**src/rtl/conv_window_scheduler.sv**
```systemverilog
// conv_window_scheduler: tap/filter/window address and flag sequencer for the convolution datapath.
// Optional perf counters (perf_steps, perf_stalls) are enabled with `define CONV_SCHED_PERF_EN.
module conv_window_scheduler #(
    parameter int ADDR_W  = 4,
    parameter int NFILT_W = 2,
    parameter int FADDR_W = 6
) (
    input  logic               clk,
    input  logic               rst,
    input  logic               ld_cfg,
    input  logic [ADDR_W:0]    cfg_rowlen,
    input  logic [ADDR_W:0]    cfg_fsize,
    input  logic [ADDR_W-1:0]  cfg_stride,
    input  logic [NFILT_W-1:0] cfg_nfilt,
    input  logic               start,
    input  logic               step,
    output logic [ADDR_W-1:0]  data_addr,
    output logic [FADDR_W-1:0] filt_addr,
    output logic               co_filter,
    output logic               end_of_filter,
    output logic               end_of_row,
    output logic               busy,
    output logic               done,
    output logic               cfg_err
`ifdef CONV_SCHED_PERF_EN
    ,
    output logic [15:0]        perf_steps,
    output logic [15:0]        perf_stalls
`endif
);
    localparam int CW = ADDR_W + 2;

    typedef enum logic [1:0] {IDLE, RUN, DONE} state_t;
    state_t state;

    logic [ADDR_W:0]    rowlen, fsize, k, p;
    logic [ADDR_W-1:0]  stride;
    logic [NFILT_W-1:0] nfilt, f;
    logic [FADDR_W-1:0] fb;
    logic [CW-1:0]      next_end;
    logic run, idle_done, last_tap, last_filt, last_win, cfg_bad, new_bad, go;

    assign run       = state == RUN;
    assign idle_done = state == IDLE || state == DONE;
    assign next_end  = CW'(p) + CW'(stride) + CW'(fsize);
    assign last_tap  = CW'(k) == CW'(fsize) - CW'(1);
    assign last_filt = f == nfilt - NFILT_W'(1);
    assign last_win  = next_end > CW'(rowlen);
    assign cfg_bad   = fsize == '0 || stride == '0 || nfilt == '0 || fsize > rowlen;
    assign new_bad   = cfg_fsize == '0 || cfg_stride == '0 || cfg_nfilt == '0 || cfg_fsize > cfg_rowlen;
    // A simultaneous ld_cfg wins over start so the pass never runs on a half-loaded config.
    assign go        = idle_done && start && !ld_cfg && !cfg_bad;

    always_ff @(posedge clk) begin
        if (rst) begin
            state   <= IDLE;
            k       <= '0;
            f       <= '0;
            p       <= '0;
            fb      <= '0;
            rowlen  <= '0;
            fsize   <= '0;
            stride  <= '0;
            nfilt   <= '0;
            cfg_err <= 1'b0;
        end else begin
            if (idle_done && ld_cfg) begin
                rowlen  <= cfg_rowlen;
                fsize   <= cfg_fsize;
                stride  <= cfg_stride;
                nfilt   <= cfg_nfilt;
                cfg_err <= new_bad;
            end
            if (go) begin
                state <= RUN;
                k     <= '0;
                f     <= '0;
                p     <= '0;
                fb    <= '0;
            end else if (run && step) begin
                if (!last_tap) begin
                    k <= k + 1'b1;
                end else begin
                    k <= '0;
                    if (!last_filt) begin
                        f  <= f + 1'b1;
                        fb <= fb + FADDR_W'(fsize);
                    end else begin
                        f  <= '0;
                        fb <= '0;
                        if (last_win) state <= DONE;
                        else p <= p + (ADDR_W+1)'(stride);
                    end
                end
            end
        end
    end

    assign data_addr     = run ? ADDR_W'(p + k) : '0;
    assign filt_addr     = run ? fb + FADDR_W'(k) : '0;
    assign co_filter     = run && last_tap;
    assign end_of_filter = run && last_filt;
    assign end_of_row    = run && last_win;
    assign busy          = run;
    assign done          = state == DONE;

`ifdef CONV_SCHED_PERF_EN
    always_ff @(posedge clk) begin
        if (rst || go) begin
            perf_steps  <= '0;
            perf_stalls <= '0;
        end else if (run) begin
            if (step && perf_steps != 16'hFFFF) perf_steps <= perf_steps + 1'b1;
            if (!step && perf_stalls != 16'hFFFF) perf_stalls <= perf_stalls + 1'b1;
        end
    end
`endif
endmodule

```
**config.mk**
```make
export PLATFORM = sky130hd
export DESIGN_NAME = conv_window_scheduler
export DESIGN_NICKNAME = d
export VERILOG_FILES = /design/src/rtl/conv_window_scheduler.sv
export SDC_FILE = /design/constraint.sdc
export NUM_CORES = 1
export LEC_CHECK = 0
export ABC_AREA = 1
export BUFFER_PORTS_ARGS = -buffer_cell sky130_fd_sc_hd__buf_2
export CORE_MARGIN = 3
export CORE_UTILIZATION = 50
export DETAILED_ROUTE_END_ITERATION = 8
export MAX_ROUTING_LAYER = met4
export PLACE_DENSITY = 0.7
export SLEW_MARGIN = 40
export SYNTH_ARGS = -nofsm -noshare
export SYNTH_HDL_FRONTEND = slang
export SYNTH_SLANG_ARGS = --single-unit
```
**constraint.sdc**
```tcl
create_clock -name clk -period 7.1 [get_ports clk]
set_input_delay 0.71 -clock clk [delete_from_list [all_inputs] [get_ports clk]]
set_output_delay 0.71 -clock clk [all_outputs]
set_load 0.05 [all_outputs]
```
==> results of run 1 <==
[worst paths after layout]
path	from	to	slack [ns]	depth (start not counted)
setup reg to reg	fsize[1]	p[2]	3.76	17
hold / removal	fb[5]	fb[5]	0.47	2
setup / recovery	fsize[1]	end_of_row	2.97	15
hold reg to reg	fb[5]	fb[5]	0.47	2
[cell type report]
cell class	instances	area share, %
Multi-Input combinational cell	300	60.2
Sequential cell	37	22.6
Inverter	54	6.33
Timing Repair Buffer	36	5.49
Tap cell	72	2.74
Clock buffer	6	2.21
Clock inverter	2	0.457
[layer usage]
layer,global-route usage [%],wire length [µm],vias up
met1,31.1,3290,1187
met4,5.39,76,0
li1,-,-,1387
met2,34.5,2950,47
met5,-,0,-
met3,4.01,307,6
[cell families after synthesis]
group	share of synthesized area, %
and+or+nand+nor	23.9
AOI/OAI and AO/OA	14.2
buffers and inverters	7.74
adders and majority gates	23.6
DFF	25.2
xor gates and xnor gates	5.36
[state kept, by name (all words and copies together), names as in the netlist]
name and cells:
k 5, cfg_err 1, fsize 5, state 2
f 2, rowlen 5, p 5, fb 6
nfilt 2, stride 4
[worst min-delay path, delay by kind of cell (launching register included)]
kind	cells	cell delay, ns
AND/OR/NAND/NOR	1	0.06
AO/OA/AOI/OAI	1	0.05
flip-flops	1	0.32
[power by group]
group | internal, µW | leakage, µW | switching [µW] | total (µW)
Combinational | 44.9 | 0.00132 | 77.4 | 122
Clock | 69.2 | 0.0000374 | 79.9 | 149
Sequential | 216 | 0.000302 | 9.20 | 225
Total | 330 | 0.00166 | 167 | 496
[cells in the mapped netlist]
library cell  number
xnor2_1            3
nand4_1            7
clkinv_4           1
a211oi_1           1
nor2_1            41
nand2_8            1
a21oi_2            1
a21o_1             1
nand2_1           70
nor4_1             2
xor2_1            15
nor2_2             2
o22ai_1            1
nor3_1             6
dfxtp_1           37
nor2_4             2
inv_2              1
clkinv_1           1
clkbuf_1           4
a21oi_1           42
o21ai_1            1
nor2_8             1
nand3_1           16
inv_1             51
fa_1               9
and3_1             1
a2111oi_0          1
nand2_2            3
ha_1              41
o211ai_1           3
o21ai_0           24
nand3_2            2
buf_2              1
o21bai_1           3
[stage by stage]
stage	utilization (%)	hold slack [ns]
after floorplan	-	0.433
after global placement	56.9	0.457
after detailed placement	56.9	0.458
after CTS	58.5	0.471
after global routing	58.5	0.501
final	58.5	0.469
==> results.yml, run 1 <==
status:
  status: "finished clean"
yosys:
  syn_nets: 467
  synthTopCellsByArea: "dfxtp_1 (25%), ha_1 (17%), nand2_1 (8.9%)"
  avgSynthCellArea_um2: 7.43
  yosysTopAreaCellShare_pct: 25.2
  synth_top_area_cell: "dfxtp_1"
  synth-seq-area-share_pct: 25.2
  ys.warnings.count: 0
  netlist_area_um2: 2940
  syn_inst: 396
  ys_ff_latch: 37
  ys_types: 34
detailed_routing:
  via_per_inst: 5.18
  vias: 2627
  wl_um: 6620
  ant_nets: 0
  drcViolationCount: 0
  drt_pass1_iterations: 4
  drtIter0Drc: 114
  wire_per_inst_um: 13.0
final_layout:
  seq_area_um2: 741
  final_cell_area_um2: 3280
  diodes: 0
  mostFrequentLayoutCell: "nand2_1"
  multi_input_area_um2: 1980
  final_cell_mix: "nand2_1 (69), inv_1 (51), a21oi_1 (42)"
  drive_above_1_share_pct: 13.3
  fin_cells: 507
  area_growth_pct: 11.6
  nFillCells: 552
  nets: 505
worst_setup_path:
  cp_num_buf_inv: 4
  critPathSlowestCell: "fa_1"
  crit_family: "adder cells"
  critPathLaunchType: "flop"
  crit_chain: "inv_1 -> fa_1 -> inv_1 -> ha_1 -> fa_1 -> xor2_1 -> ha_1 -> and3_1 -> nand2_1 -> nand2_1 -> nand2_1 -> nand2_1 -> inv_1 -> nor2_1 -> buf_2"
  critPathArrivalTime_ns: 3.42
  crit_top_cell: "nand2_1"
  timing_worst_setup_path_type: "reg2out"
  worstSetupEndpointType: "output pin"
  cp_max_fo: 7
  cpPeakStageDelay_ns: 0.54
  crit_required_ns: 6.39
clock_network:
  htreeDepth: 2
  cts-buffers-inserted: 5
  tritoncts: "yes"
  cts.repair.resized: 0
  cts_setup_buffers: 0
  clk_pin_slew_worst_paths_ns: 0.08
  ctsHoldBuffers: 0
  clk_path_buf_depth: 2
  clk_latency_ns: 0.29
  clock_sinks: 37
  clk_root_buffer_cell: "clkbuf_8"
die:
  rows: 27
  initial_core_util_pct: 52.5
  die_h_um: 82.7
  core_um2: 5610
  ioPinCount: 37
  die_x_um: 82.7
  dieArea_um2: 6840
timing:
  setup_tns_ns: 0
  rsz0062_at_grt: "no"
  period_share_pct: 58.2
  maxSlewHeadroom_pct: 69.0
  finalSetupViolations: 0
  finalCriticalPeriod_ns: 4.13
  final-hold-violation-count: 0
  clock.fmax_mhz: 242
  layout_setup_ws_ns: 2.97
  worstMarginPinSlew_ns: 0.461
  slew_violations: 0
  fin_skew_ns: 0.00666
worst_hold_path:
  hp-class: "reg2reg"
placement:
  place.gp.congestion: 0.964
  dp_hpwl_um: 5400
  placed_cells: 499
  place_area_um2: 3190
  place_ws_ns: 3.30
  numPortBuffers: 36
global_routing:
  overflow: 0
  grt_max_degree: 30
  grt_use_total_pct: 22.6
  grt_pass1_wl_um: 11400
  grt_pass1_vias: 2440
  antenna_found_initial: 0
power_and_ir_drop:
  total_power_uw: 496
  ir_drop_mv: 0.0970
  power.density_nw_per_um2: 151
  p_leak_uw: 0.00166
job:
  cap_violations: 0
(Power assumes the default switching activity.)
==> run 2: changes to the inputs <==
ABC_AREA = 0   (was 1)
clock period = 3.9 ns   (was 7.1 ns; I/O delays follow)
==> run 2 against run 1 <==
- flip-flop and latch count unchanged
- total power up 71%
- sequential power up 80%
- critical endpoint unchanged
- final area is 1.5% lower
- synthesized area fell by 1.8%
- largest power group unchanged
- combinational power rose by 44%
==> results.yml, run 2 <==
global_routing:
  overflow: 0
  antenna_found_initial: 0
  grt_pass1_vias: 2304
  grt_pass1_wl_um: 10800
  grt_max_degree: 21
  grt_use_total_pct: 21.3
final_layout:
  area_growth_pct: 11.9
  mostFrequentLayoutCell: "nand2_1"
  final_cell_mix: "nand2_1 (52), a21oi_1 (44), ha_1 (41)"
  drive_above_1_share_pct: 14.8
  largest_register_ffs: 6
  diodes: 0
  fin_cells: 463
  nets: 461
  regMostFlops: "fb"
die:
  ioPinCount: 37
  rows: 27
  dieArea_um2: 6730
  die_x_um: 82.0
  core_um2: 5540
  die_h_um: 82.0
  initial_core_util_pct: 52.1
yosys:
  ys_types: 42
  ys_ff_latch: 37
  yosysMostFrequentCell: "nand2_1"
  synth-edff-count: 0
  synthTopCellsByArea: "dfxtp_1 (26%), ha_1 (18%), a21oi_1 (7.6%)"
  async_flop_share_pct: 0
  synth-seq-area-share_pct: 25.6
  yosysTopAreaCellShare_pct: 25.6
  synth_top_area_cell: "dfxtp_1"
  synth_top_flop_cell: "dfxtp_1"
  synthTopCellsByCount: "nand2_1 (52), a21oi_1 (44), ha_1 (41), dfxtp_1 (37), inv_1 (29)"
  syn_inst: 357
  ys.warnings.count: 0
  syn_nets: 428
  avgSynthCellArea_um2: 8.09
  netlist_area_um2: 2890
clock_network:
  cts_setup_buffers: 0
  clk_root_buffer_cell: "clkbuf_8"
  clock_sinks: 37
  clk_path_buf_depth: 2
  tritoncts: "yes"
  cts-buffers-inserted: 5
  htreeDepth: 2
  clk_pin_slew_worst_paths_ns: 0.08
  clk_latency_ns: 0.29
power_and_ir_drop:
  sw_frac_of_total_pct: 30.7
  ir_drop_mv: 0.212
  p_switching_uw: 260
  seqPwrFrac_pct: 47.8
  clock_power_share_pct: 31.5
  combPwrFrac_pct: 20.8
  p_leak_uw: 0.00152
  p_int_uw: 587
  power.density_nw_per_um2: 262
worst_setup_path:
  crit_required_ns: 3.51
  crit_family: "adder cells"
  critPathLaunchType: "flop"
  worstSetupEndpointType: "output pin"
  critPathArrivalTime_ns: 3.31
  cpPeakStageDelay_ns: 0.55
  cp_max_fo: 4
  r2r_setup_slack_ns: 0.30
  timing_worst_setup_path_type: "reg2out"
  critPathSlowestCell: "fa_1"
  crit_chain: "inv_1 -> fa_1 -> inv_1 -> ha_1 -> fa_2 -> xor2_1 -> ha_1 -> and3_1 -> o21ai_0 -> a32oi_2 -> nor2_2 -> nor2_1 -> buf_6"
  cp_num_buf_inv: 3
timing:
  finalSetupViolations: 0
  maxSlewHeadroom_pct: 56.3
  worstMarginPinSlew_ns: 0.656
  clock.fmax_mhz: 271
  slew_violations: 0
  period_share_pct: 94.8
  finalCriticalPeriod_ns: 3.70
  fin_skew_ns: 0.00681
  final-hold-violation-count: 0
  layout_setup_ws_ns: 0.203
  rsz0062_at_grt: "no"
  setup_tns_ns: 0
detailed_routing:
  wl_um: 6390
  wl_met2_um: 3060
  via_per_inst: 5.40
  drtIter0Drc: 136
  drcViolationCount: 0
  wl_met1_um: 3080
  dr_wl_met3_um: 136
  drt_pass1_iterations: 4
  ant_nets: 0
  vias: 2498
  highest_layer: "met4"
  wire_per_inst_um: 13.8
worst_hold_path:
  hp-class: "in2reg"
placement:
  place_ws_ns: 0.244
  place.gp.congestion: 0.808
  placed_cells: 455
  dp_hpwl_um: 4950
  numPortBuffers: 36
job:
  cap_violations: 0
status:
  status: "finished clean"
==> run 2: final cells by class <==
class | count | area, µm²
multi-input combinational | 279 | 2010
timing repair buffer | 38 | 201
clock buffer | 6 | 72.6
inverter | 29 | 109
sequential | 37 | 744
tap | 72 | 90.1
clock inverter | 2 | 10.0
fill | 529 | 2310
==> run 2: logic make-up after synthesis <==
kind of cell / count (synthesis) / share of synthesized area [%]
buffers and inverters: 41 / 5.46
AOI/OAI and AO/OA: 82 / 17.4
DFF: 37 / 25.6
adders and majority gates: 50 / 24.0
xor gates and xnor gates: 25 / 7.58
and+or+nand+nor: 122 / 19.9
==> run 2: worst min-delay path, delay by kind of cell <==
kind	cells	cell delay (ns)
AOI/OAI and AO/OA	1	0.05
and+or+nand+nor	1	0.05
buffers and inverters	1	0.10
==> run 2: power by group through the flow <==
stage / clock [µW] / sequential (µW) / combinational, µW
global placement: 0 / 413 / 164
floorplan: 0 / 413 / 120
global route: 289 / 407 / 203
detailed placement: 0 / 413 / 168
finish: 267 / 405 / 176
CTS: 269 / 404 / 174
==> run 2: metrics by stage <==
step	power [µW]	area [µm²]	hold WS, ns	utilization, %
floorplan	533	2890	0.436	-
global placement	577	3130	0.445	56.4
detailed placement	582	3130	0.447	56.5
CTS	848	3220	0.334	58.1
global route	899	3230	0.352	58.4
finish	847	3230	0.338	58.4
==> run 2: worst paths after layout <==
check                                   to  depth (start not counted)           from
worst min-delay path             rowlen[3]                          3  cfg_rowlen[3]
worst max-delay path            end_of_row                         13       fsize[1]
worst min register to register    nfilt[1]                          2       nfilt[1]
worst max register to register        p[4]                         13       fsize[1]
==> run 2: per-layer routing <==
metal  GRT usage [%]  vias to the layer above
met2            33.4                       28
li1                -                     1298
met3            3.29                        9
met1            28.2                     1163
met5               -                        -
met4            6.31                        0
==> run 2: repair_timing <==
item | CTS | global route
hold buffers | 0 | 0
endpoints found under the setup margin | 1 | 1
resized for setup | 1 | 9
pin swaps | 0 | 1
==> run 3: changes to the inputs <==
GPL_TIMING_DRIVEN = 0   (was not set)
==> run 3 against run 2 <==
- setup slack got worse by 0.061 ns
- hold slack better by 0.0057 ns
- clock power rose by 32%
- critical path depth stayed put
- clock skew shrank 0.0021 ns
- critical endpoint unchanged
- non-clock buffer count rose by 10
- final area increased by 2.3%
==> results.yml, run 3 (same netlist as run 2, synthesis figures left out) <==
status:
  status: "finished clean"
global_routing:
  grt_pass1_vias: 2356
  met1_usage_pct: 29.0
  grt_use_met2_pct: 34.7
  grt_max_degree: 13
  antenna_found_initial: 0
  use_met3_pct: 3.29
  grt_use_total_pct: 21.8
  grt_most_used_layer: "met2"
  grt_pass1_wl_um: 10900
  overflow: 0
detailed_routing:
  ant_nets: 0
  wl_um: 6550
  vias: 2568
  drcViolationCount: 0
  drt_pass1_iterations: 4
  wire_per_inst_um: 13.8
  via_per_inst: 5.43
  drtIter0Drc: 108
worst_setup_path:
  cp_max_fo: 7
  r2r_cells: 14
  critPathArrivalTime_ns: 3.37
  cpPeakStageDelay_ns: 0.53
  critPathSlowestCell: "fa_1"
  crit_required_ns: 3.51
  crit_chain: "inv_2 -> fa_1 -> inv_1 -> ha_1 -> fa_2 -> xor2_1 -> ha_1 -> and3_1 -> o21ai_0 -> a32oi_2 -> nor2_2 -> nor2_1 -> buf_6"
  worstSetupEndpointType: "output pin"
  timing_worst_setup_path_type: "reg2out"
  critPathLaunchType: "flop"
  crit_top_cell: "ha_1"
worst_hold_path:
  whs_path_depth: 3
  hp-class: "in2reg"
final_layout:
  diodes: 0
  area_growth_pct: 14.5
  regMostFlops: "fb"
  final_cell_mix: "nand2_1 (52), a21oi_1 (44), ha_1 (41)"
  nets: 471
  final_cell_area_um2: 3310
  mostFrequentLayoutCell: "nand2_1"
  largest_register_ffs: 6
  drive_above_1_share_pct: 15.0
timing:
  finalCriticalPeriod_ns: 3.76
  layout_setup_ws_ns: 0.142
  period_share_pct: 96.3
  setup_tns_ns: 0
  fin_skew_ns: 0.00475
  finalSetupViolations: 0
  maxSlewHeadroom_pct: 67.4
  final-hold-violation-count: 0
  slew_violations: 0
  worstMarginPinSlew_ns: 0.489
  clock.fmax_mhz: 266
power_and_ir_drop:
  ir_drop_mv: 0.246
  sw_frac_of_total_pct: 28.2
  p_leak_uw: 0.00154
  power.density_nw_per_um2: 285
  clock_power_share_pct: 37.4
  combPwrFrac_pct: 19.4
  p_switching_uw: 266
  seqPwrFrac_pct: 43.2
  p_int_uw: 676
clock_network:
  clock_sinks: 37
  clk_root_buffer_cell: "clkbuf_8"
  clk_path_buf_depth: 2
  clk_pin_slew_worst_paths_ns: 0.08
  htreeDepth: 2
  cts-buffers-inserted: 5
  clk_latency_ns: 0.29
  tritoncts: "yes"
die:
  dieArea_um2: 6730
  ioPinCount: 37
  rows: 27
  die_x_um: 82.0
  die_h_um: 82.0
  core_um2: 5540
  initial_core_util_pct: 52.1
placement:
  place_ws_ns: 0.0571
  dp_hpwl_um: 5250
  place.gp.congestion: 0.835
  numPortBuffers: 35
  place_area_um2: 3150
job:
  cap_violations: 0
-- run 3: cell types whose count changed in the layout (fill, tap and decap cells not counted), sizes merged --
cell,change
clkinvlp,+1
bufinv,+1
clkbuf,+8
clkinv,-2
buf,+2
-- run 3: final cells by class --
type,count,area [µm²]
Buffer,12,48.8
Clock buffer,6,82.6
Clock inverter,2,37.5
Fill cell,536,2230
Inverter,29,109
Multi-Input combinational cell,279,2000
Sequential cell,37,747
Tap cell,72,90.1
Timing Repair Buffer,36,189
-- run 3: what timing repair did --
action                                  4_1_cts  5_1_grt
hold buffers                                  0        0
buffers inserted                              0        1
endpoints found under the setup margin        1        4
resized for setup                             4        7
pin swaps                                     0        1
-- run 3: worst max-delay path: cells and delay by family, from the launching register on --
kind	cells	cell delay [ns]
and+or+nand+nor	3	0.43
xor gates and xnor gates	1	0.15
adders and majority gates	4	1.37
buffers and inverters	3	0.30
AOI/OAI and AO/OA	2	0.41
DFF	1	0.41
-- run 3: worst paths after layout --
| check | from | slack [ns] | to |
|---|---|---|---|
| setup / recovery | fsize[1] | 0.14 | end_of_row |
| hold / removal | cfg_nfilt[0] | 0.34 | nfilt[0] |
| setup reg to reg | fsize[1] | 0.20 | p[2] |
| hold reg to reg | rowlen[4] | 0.46 | rowlen[4] |
-- run 3: stage by stage --
| step | hold WS (ns) | total power, µW | utilization (%) | instances |
|---|---|---|---|---|
| after floorplan | 0.436 | 533 | - | 357 |
| after global placement | 0.445 | 579 | 56.9 | 464 |
| after detailed placement | 0.452 | 584 | 56.9 | 464 |
| after CTS | 0.339 | 939 | 59.3 | 472 |
| after global routing | 0.345 | 993 | 59.7 | 473 |
| final | 0.344 | 942 | 59.7 | 473 |
-- run 3: per-layer routing --
layer,vias to the layer above,routed length (µm)
met1,1204,3150
met5,-,0
met4,0,59
li1,1314,-
met3,6,228
met2,44,3110
-- run 3: power by group through the flow --
| stage | logic, µW | registers [µW] | clock network, µW |
|---|---|---|---|
| after floorplan | 120 | 413 | 0 |
| after global placement | 163 | 415 | 0 |
| after detailed placement | 168 | 416 | 0 |
| after CTS | 175 | 407 | 357 |
| after global routing | 206 | 409 | 377 |
| final | 182 | 407 | 352 |
